[src/rtl/game_controller.sv]
// game_controller: flappy-style round FSM with collision detect, BCD score and high score
module game_controller #(
  parameter int BIRD_X    = 200,
  parameter int BIRD_SIZE = 20,
  parameter int PIPE_W    = 40,
  parameter int GAP_H     = 120,
  parameter int FLOOR_Y   = 480,
  parameter int DEAD_HOLD = 256
) (
  input  logic        gameClk,
  input  logic        reset,
  input  logic        button,
  input  logic [10:0] bird_y,
  input  logic [10:0] pipe1_x,
  input  logic [10:0] pipe1_y,
  input  logic [10:0] pipe2_x,
  input  logic [10:0] pipe2_y,
  input  logic        passColumn,
  output logic [1:0]  state,
  output logic        finished,
  output logic        round_start,
  output logic [15:0] score_bcd,
  output logic [15:0] high_bcd
);
  localparam int HW = $clog2(DEAD_HOLD + 1);
  typedef enum logic [1:0] {IDLE = 2'd0, PLAY = 2'd1, DEAD = 2'd2} st_t;
  st_t st, st_n;
  logic [HW-1:0] hold, hold_n;
  logic [15:0] score_n, high_n;
  logic rs_n, collide;
  function automatic logic hit(input logic [10:0] px, input logic [10:0] py, input logic [10:0] by);
    logic [11:0] x, y, b;
    x = {1'b0, px};
    y = {1'b0, py};
    b = {1'b0, by};
    return (12'(BIRD_X) < x + 12'(PIPE_W)) && (x < 12'(BIRD_X + BIRD_SIZE)) &&
           ((b < y) || (b + 12'(BIRD_SIZE) > y + 12'(GAP_H)));
  endfunction
  function automatic logic [15:0] bcd_inc(input logic [15:0] s);
    logic [15:0] r;
    logic c;
    r = s;
    c = 1'b1;
    if (s == 16'h9999) return s;
    for (int i = 0; i < 4; i++)
      if (c) begin
        r[4*i+:4] = (s[4*i+:4] == 4'd9) ? 4'd0 : s[4*i+:4] + 4'd1;
        c = (s[4*i+:4] == 4'd9);
      end
    return r;
  endfunction
  assign collide = hit(pipe1_x, pipe1_y, bird_y) || hit(pipe2_x, pipe2_y, bird_y) ||
                   ({1'b0, bird_y} + 12'(BIRD_SIZE) > 12'(FLOOR_Y));
  assign state = st;
  assign finished = (st != PLAY);
  always_comb begin
    st_n = st;
    hold_n = hold;
    score_n = score_bcd;
    high_n = high_bcd;
    rs_n = 1'b0;
    case (st)
      IDLE: if (button) begin
        st_n = PLAY;
        score_n = '0;
        rs_n = 1'b1;
      end
      PLAY: begin
        if (passColumn) score_n = bcd_inc(score_bcd);
        if (collide) begin
          st_n = DEAD;
          hold_n = HW'(DEAD_HOLD - 1);
        end
      end
      DEAD: begin
        // score is frozen in DEAD, so comparing every cycle equals comparing once on entry
        if (score_bcd > high_bcd) high_n = score_bcd;
        if (hold != '0) hold_n = hold - HW'(1);
        else if (button) st_n = IDLE;
      end
      default: st_n = IDLE;
    endcase
  end
  always_ff @(posedge gameClk) begin
    if (reset) begin
      st <= IDLE;
      hold <= '0;
      round_start <= 1'b0;
      score_bcd <= '0;
      high_bcd <= '0;
    end else begin
      st <= st_n;
      hold <= hold_n;
      round_start <= rs_n;
      score_bcd <= score_n;
      high_bcd <= high_n;
    end
  end
endmodule
[config.mk]
export PLATFORM = sky130hd
export DESIGN_NAME = game_controller
export DESIGN_NICKNAME = d
export VERILOG_FILES = /design/src/rtl/game_controller.sv
export SDC_FILE = /design/constraint.sdc
export NUM_CORES = 1
export LEC_CHECK = 0
export CORE_MARGIN = 2
export CORE_UTILIZATION = 56
export CTS_BUF_LIST = sky130_fd_sc_hd__clkbuf_16
export DETAILED_ROUTE_END_ITERATION = 10
export PLACE_DENSITY_LB_ADDON = 0.3
export SLEW_MARGIN = 15
export SYNTH_ARGS = -nofsm -noshare
export SYNTH_HDL_FRONTEND = slang
export SYNTH_SLANG_ARGS = --single-unit
export TNS_END_PERCENT = 30
[constraint.sdc]
create_clock -name gameClk -period 10.15 [get_ports gameClk]
set_input_delay 2.03 -clock gameClk [delete_from_list [all_inputs] [get_ports gameClk]]
set_output_delay 2.03 -clock gameClk [all_outputs]
set_load 0.05 [all_outputs]
==> results of run 1 <==
critical path, delay by kind of cell:
kind	cells	cell delay, ps
xor+xnor	1	150
simple gates	4	1120
fa+ha+maj	2	480
compound gates	4	930
mux	1	360
buf+inv	2	550
per-layer routing:
layer	share of wire, %	vias to the layer above
met5	0	-
met4	1.5	0
met3	4.5	22
met2	50	100
met1	44	1902
li1	-	2037
final timing paths:
| path | start | endpoint | slack, ps | cells after the start |
|---|---|---|---|---|
| max | pipe1_y[3] | hold[1] | 4710 | 14 |
| min | hold[8] | hold[8] | 470 | 1 |
| max reg2reg | score_bcd[8] | high_bcd[13] | 7470 | 9 |
| min reg2reg | hold[8] | hold[8] | 470 | 1 |
power groups by stage:
stage | logic (uW) | registers, uW | clock network (uW)
final | 233 | 204 | 154
after global routing | 261 | 207 | 164
after CTS | 230 | 204 | 157
after detailed placement | 228 | 208 | 0
after global placement | 218 | 207 | 0
after floorplan | 134 | 222 | 0
cells by family (layout without fill, tap and decap cells):
| kind of cell | Yosys count | after routing | share of synthesized area (%) |
|---|---|---|---|
| AO/OA/AOI/OAI | 112 | 112 | 18.5 |
| multiplexers | 18 | 18 | 4.36 |
| buffers and inverters | 66 | 157 | 6.10 |
| XOR/XNOR | 31 | 31 | 7.18 |
| adder cells (fa/ha/maj) | 69 | 69 | 20.7 |
| flip-flops | 44 | 44 | 21.2 |
| AND/OR/NAND/NOR | 178 | 178 | 21.9 |
sequential cells by signal, summed over array words and instances (netlist names):
register     flops
hold             9
score_bcd       16
state            2
high_bcd        16
round_start      1
stage by stage:
step | total power, uW | utilization (%)
2_1_floorplan | 356 | -
3_3_place_gp | 424 | 71.9
3_5_place_dp | 435 | 71.9
4_1_cts | 591 | 73.8
5_1_grt | 632 | 73.9
6_report | 592 | 73.9
layout by cell type (no fill, tap or decap), types with 5 or more instances in the layout:
master / instances
clkdlybuf4s50_1: 94
ha_1: 69
inv_1: 56
nand2_1: 54
dfxtp_1: 44
nor2_1: 35
a21oi_1: 25
o21ai_0: 21
xnor2_1: 19
nor3_1: 17
mux2i_1: 17
xor2_1: 10
nand4_1: 10
nand3_1: 10
nor2b_1: 8
a211oi_1: 8
a21o_1: 7
o211ai_1: 7
o21a_1: 6
nand3b_1: 5
a31oi_1: 5
clkbuf_16: 5
cell type report:
| class | instances | area share [%] |
|---|---|---|
| Multi-Input combinational cell | 408 | 57.0 |
| Timing Repair Buffer | 94 | 17.6 |
| Sequential cell | 44 | 16.5 |
| Inverter | 56 | 3.94 |
| Clock buffer | 5 | 2.35 |
| Tap cell | 99 | 2.32 |
| Clock inverter | 2 | 0.235 |
==> impl_metrics.yaml, run 1 <==
detailed_routing:
  firstDrtPassIters: 4
  drt-total-wl_um: 10600
  drt_iter0_markers: 150
  viasPerCell: 5.74
  vias: 4061
  ant_nets: 0
  drcViolationCount: 0
  wire_per_inst_um: 14.9
critical_path:
  critical_path_arrival_ps: 5620
  start_kind: "primary input"
  critPathKind: "in -> reg"
  cp-end-kind: "register"
  critPathRequiredTime_ps: 10330
  crit_chain: "clkdlybuf4s50_1, inv_1, ha_1, or3b_2, xnor2_1, ha_1, nand3_1, nor3_1, o21ai_0, a211o_1, o211ai_1, nand3_1, o21ai_4, mux2_2"
  slowest_delay_ps: 510
  cp_max_fo: 9
  crit_slowest_cell: "or3b_2"
pwr:
  power_switching_uw: 215
  p_seq_share_pct: 34.6
  p_per_area_nw_per_um2: 111
  p_sw_share_pct: 36.4
  pwr-share-comb_pct: 39.4
  p_int_uw: 376
  p_leak_uw: 0.00220
  ir_worst_vdd_mv: 0.0678
  clkPwrFrac_pct: 26.1
die:
  ios: 95
  rows: 31
  core_area_um2: 7210
  die_area_um2: 8140
  start_util_pct: 57.7
  chipHeight_um: 90.2
  die_w_um: 90.2
global_routing:
  met2_usage_pct: 49.6
  grt_pass1_vias: 4225
  grt_usage_pct: 27.2
  antenna_found_initial: 0
  grt_max_degree: 39
  grt_use_met1_pct: 33.0
  grt_pass1_wl_um: 18700
  use_met3_pct: 5.20
  grt-ovfl-total: 0
  top_usage_layer: "met2"
synthesis:
  syn_nets: 646
  syn_inst: 518
  seq_area_frac_synth_pct: 21.2
  yosys-top-cells-count: "ha_1, inv_1, nand2_1"
  postSynthAreaPerCell_um2: 8.04
  yosys_register_bits: 44
  synth_top_area_cell: "dfxtp_1"
  synth_edf_count: 0
  synth_ff_type: "dfxtp_1"
  ys_warn_count: 0
  synthTopCellsByArea: "dfxtp_1, ha_1, inv_1"
  yosysTopAreaCellShare_pct: 21.2
  post-synth-top-count-cell: "ha_1"
  async_reset_ff_share_pct: 0
  ys_types: 61
  syn_area_um2: 4160
sta:
  tightest_slew_ps: 1060
  rsz0062_at_grt: "no"
  finalMaxSlewViolations: 0
  max_clock_freq_ghz: 0.184
  clock_skew_ps: 5.56
  setup_violations: 0
  finalCritPeriodShare_pct: 53.6
  timing.hold.ws_ps: 466
  fin_tns_setup_ps: 0
  fin_crit_ps: 5440
  layout_setup_ws_ps: 4710
  max_slew_margin_pct: 29.5
  final_hold_viol_count: 0
job:
  cap_violations: 0
place:
  place.detailed.hpwl_um: 8630
  place_ws_ps: 4470
  dp_cells: 701
  gp_congestion: 0.896
  io_buffers: 94
  dpl-instance-area_um2: 5190
clocking:
  cts-root-buf: "clkbuf_16"
  cts_max_level: 2
  clock-sinks: 44
  clkTransAtPathRegs_ps: 60
  post-cts-setup-buffers: 0
  cts_buffer_depth: 2
  cts_buffers: 5
  clkLatencyLatePin_ps: 290
  cts_resized: 0
  tritoncts: "done"
  cts_hold_buf: 0
final_layout:
  drive_gt1_share_pct: 3.45
  diodes: 0
  layout.nets: 737
  seqCellArea_um2: 881
  multi_input_area_um2: 3040
  stdcell_area_um2: 5330
  fill_cells: 562
  layout.cells.non_filler: 708
  area_delta_synth_final_pct: 28.1
min_path:
  hp-class: "reg -> reg"
outcome:
  status: "finished, final reports clean"
(Power assumes the default switching activity.)
==> run 2, diff against run 1 <==
Settings changed: CORE_UTILIZATION 56 to 47.
Clock period 10.15 ns to 4.64 ns, I/O delays scaled along.
==> run 2 against run 1 <==
Compared with the run above:
- global-route usage down 4.6 points
- die area grew 18%
- first-iteration DRC count fell by 28%
- sequential power is 120% higher
- critical path depth did not move
- clock power is 120% higher
==> impl_metrics.yaml, run 2 (same netlist as run 1, synthesis figures left out) <==
outcome:
  status: "finished, final reports clean"
clocking:
  cts_resized: 0
  cts_buffers: 5
  cts_max_level: 2
  post-cts-setup-buffers: 0
  cts_hold_buf: 0
  tritoncts: "done"
  clkLatencyLatePin_ps: 290
  cts-root-buf: "clkbuf_16"
  clock-sinks: 44
  cts_buffer_depth: 2
  clkTransAtPathRegs_ps: 60
sta:
  finalMaxSlewViolations: 0
  max_slew_margin_pct: 53.4
  fin_tns_setup_ps: 0
  tightest_slew_ps: 699
  timing.hold.ws_ps: 470
  max_clock_freq_ghz: 0.243
  rsz0062_at_grt: "no"
  finalCritPeriodShare_pct: 88.7
  final_hold_viol_count: 0
  fin_crit_ps: 4120
  setup_violations: 0
  clock_skew_ps: 4.54
critical_path:
  timing.rr.start: "score_bcd[0]"
  critPathKind: "in -> reg"
  rr_worst_depth: 11
  rrSetupSlack_ps: 1960
  start_kind: "primary input"
  r2r-end: "high_bcd[10]"
  critPathRequiredTime_ps: 4810
  cp-startpoint: "pipe1_y[3]"
  cp_max_fo: 3
  cp-end-kind: "register"
  critical_path_arrival_ps: 4290
place:
  io_buffers: 94
  gp_congestion: 0.952
  dp_cells: 717
  place.detailed.hpwl_um: 8900
die:
  ios: 95
  core_area_um2: 8640
  chipHeight_um: 98.1
  die_w_um: 98.1
  start_util_pct: 48.2
  rows: 34
  die_area_um2: 9630
global_routing:
  grt_usage_pct: 22.6
  grt_max_degree: 22
  grt_pass1_vias: 4035
  grt_pass1_wl_um: 18300
  grt-ovfl-total: 0
  antenna_found_initial: 0
final_layout:
  reg_top3: "high_bcd: 16 flops, score_bcd: 16 flops, hold: 9 flops"
  fill_cells: 746
  final_common_cell: "clkdlybuf4s50_1"
  area_delta_synth_final_pct: 29.4
  layout.nets: 744
  drive_gt1_share_pct: 4.55
  final_cell_mix: "clkdlybuf4s50_1, ha_1, inv_1, nand2_1, dfxtp_1"
  diodes: 0
  layout.cells.non_filler: 724
detailed_routing:
  firstDrtPassIters: 4
  met1_length_um: 4740
  wl_met2_um: 5480
  vias: 4041
  wire_per_inst_um: 14.9
  drt_iter0_markers: 108
  route.met3.wl_um: 364
  drcViolationCount: 0
  top_layer: "met4"
  drt-total-wl_um: 10800
  ant_nets: 0
  viasPerCell: 5.58
min_path:
  hold_end: "hold[8]"
  min_delay_path_depth: 1
  hp-start: "hold[8]"
  hp-class: "reg -> reg"
pwr:
  finalPower_uw: 1300
  p_leak_uw: 0.00223
  p_per_area_nw_per_um2: 242
  ir_worst_vdd_mv: 0.163
job:
  cap_violations: 0
run 2: cell types whose count changed in the layout (fill, tap and decap cells not counted):
cell	before	now
a21oi_4	2	1
a21oi_2	0	1
buf_4	0	7
run 2: per-stage QoR:
step	cell area [um2]	worst slack (ps)	utilization, %
2_1_floorplan	4160	880	-
3_3_place_gp	5250	380	60.8
3_5_place_dp	5250	254	60.8
4_1_cts	5390	556	62.4
5_1_grt	5390	290	62.4
6_report	5390	522	62.4
run 2: per-layer routing:
| metal | global-route usage (%) | vias up |
|---|---|---|
| li1 | - | 2055 |
| met1 | 27.7 | 1881 |
| met2 | 41.1 | 80 |
| met3 | 3.44 | 25 |
| met4 | 6.30 | 0 |
| met5 | 0 | - |
run 2: layout make-up:
type                            count  area, um2  share of cell area, %
Inverter                           56        210                   3.90
Clock inverter                      2       12.5                  0.232
Multi-Input combinational cell    408       3030                   56.3
Tap cell                          108        135                   2.51
Timing Repair Buffer              101        993                   18.4
Clock buffer                        5        125                   2.32
Sequential cell                    44        881                   16.3
run 2: worst max-delay path, stage by stage:
cell             delay [ps]
clkdlybuf4s50_1         450
inv_1                   100
ha_1                    190
or3b_2                  500
xnor2_1                 150
ha_1                    300
nand3_1                 140
nor3_1                  280
o21ai_0                 130
a211o_1                 300
o211ai_1                170
nand3_1                 150
o21ai_4                 160
mux2_2                  340
run 2: power by group:
part	leakage, uW	switching [uW]	internal, uW
clock network	0.0000657	146	195
logic	0.00181	288	227
registers	0.000358	39.6	406
run 2: how the worst max path moves through the flow:
| stage | end | slack [ps] |
|---|---|---|
| 2_1_floorplan | hold[1] | 880 |
| 3_5_place_dp | hold[1] | 250 |
| 3_3_place_gp | hold[1] | 380 |
| 6_report | hold[1] | 520 |
| 4_1_cts | hold[1] | 560 |
| 5_1_grt | hold[6] | 290 |
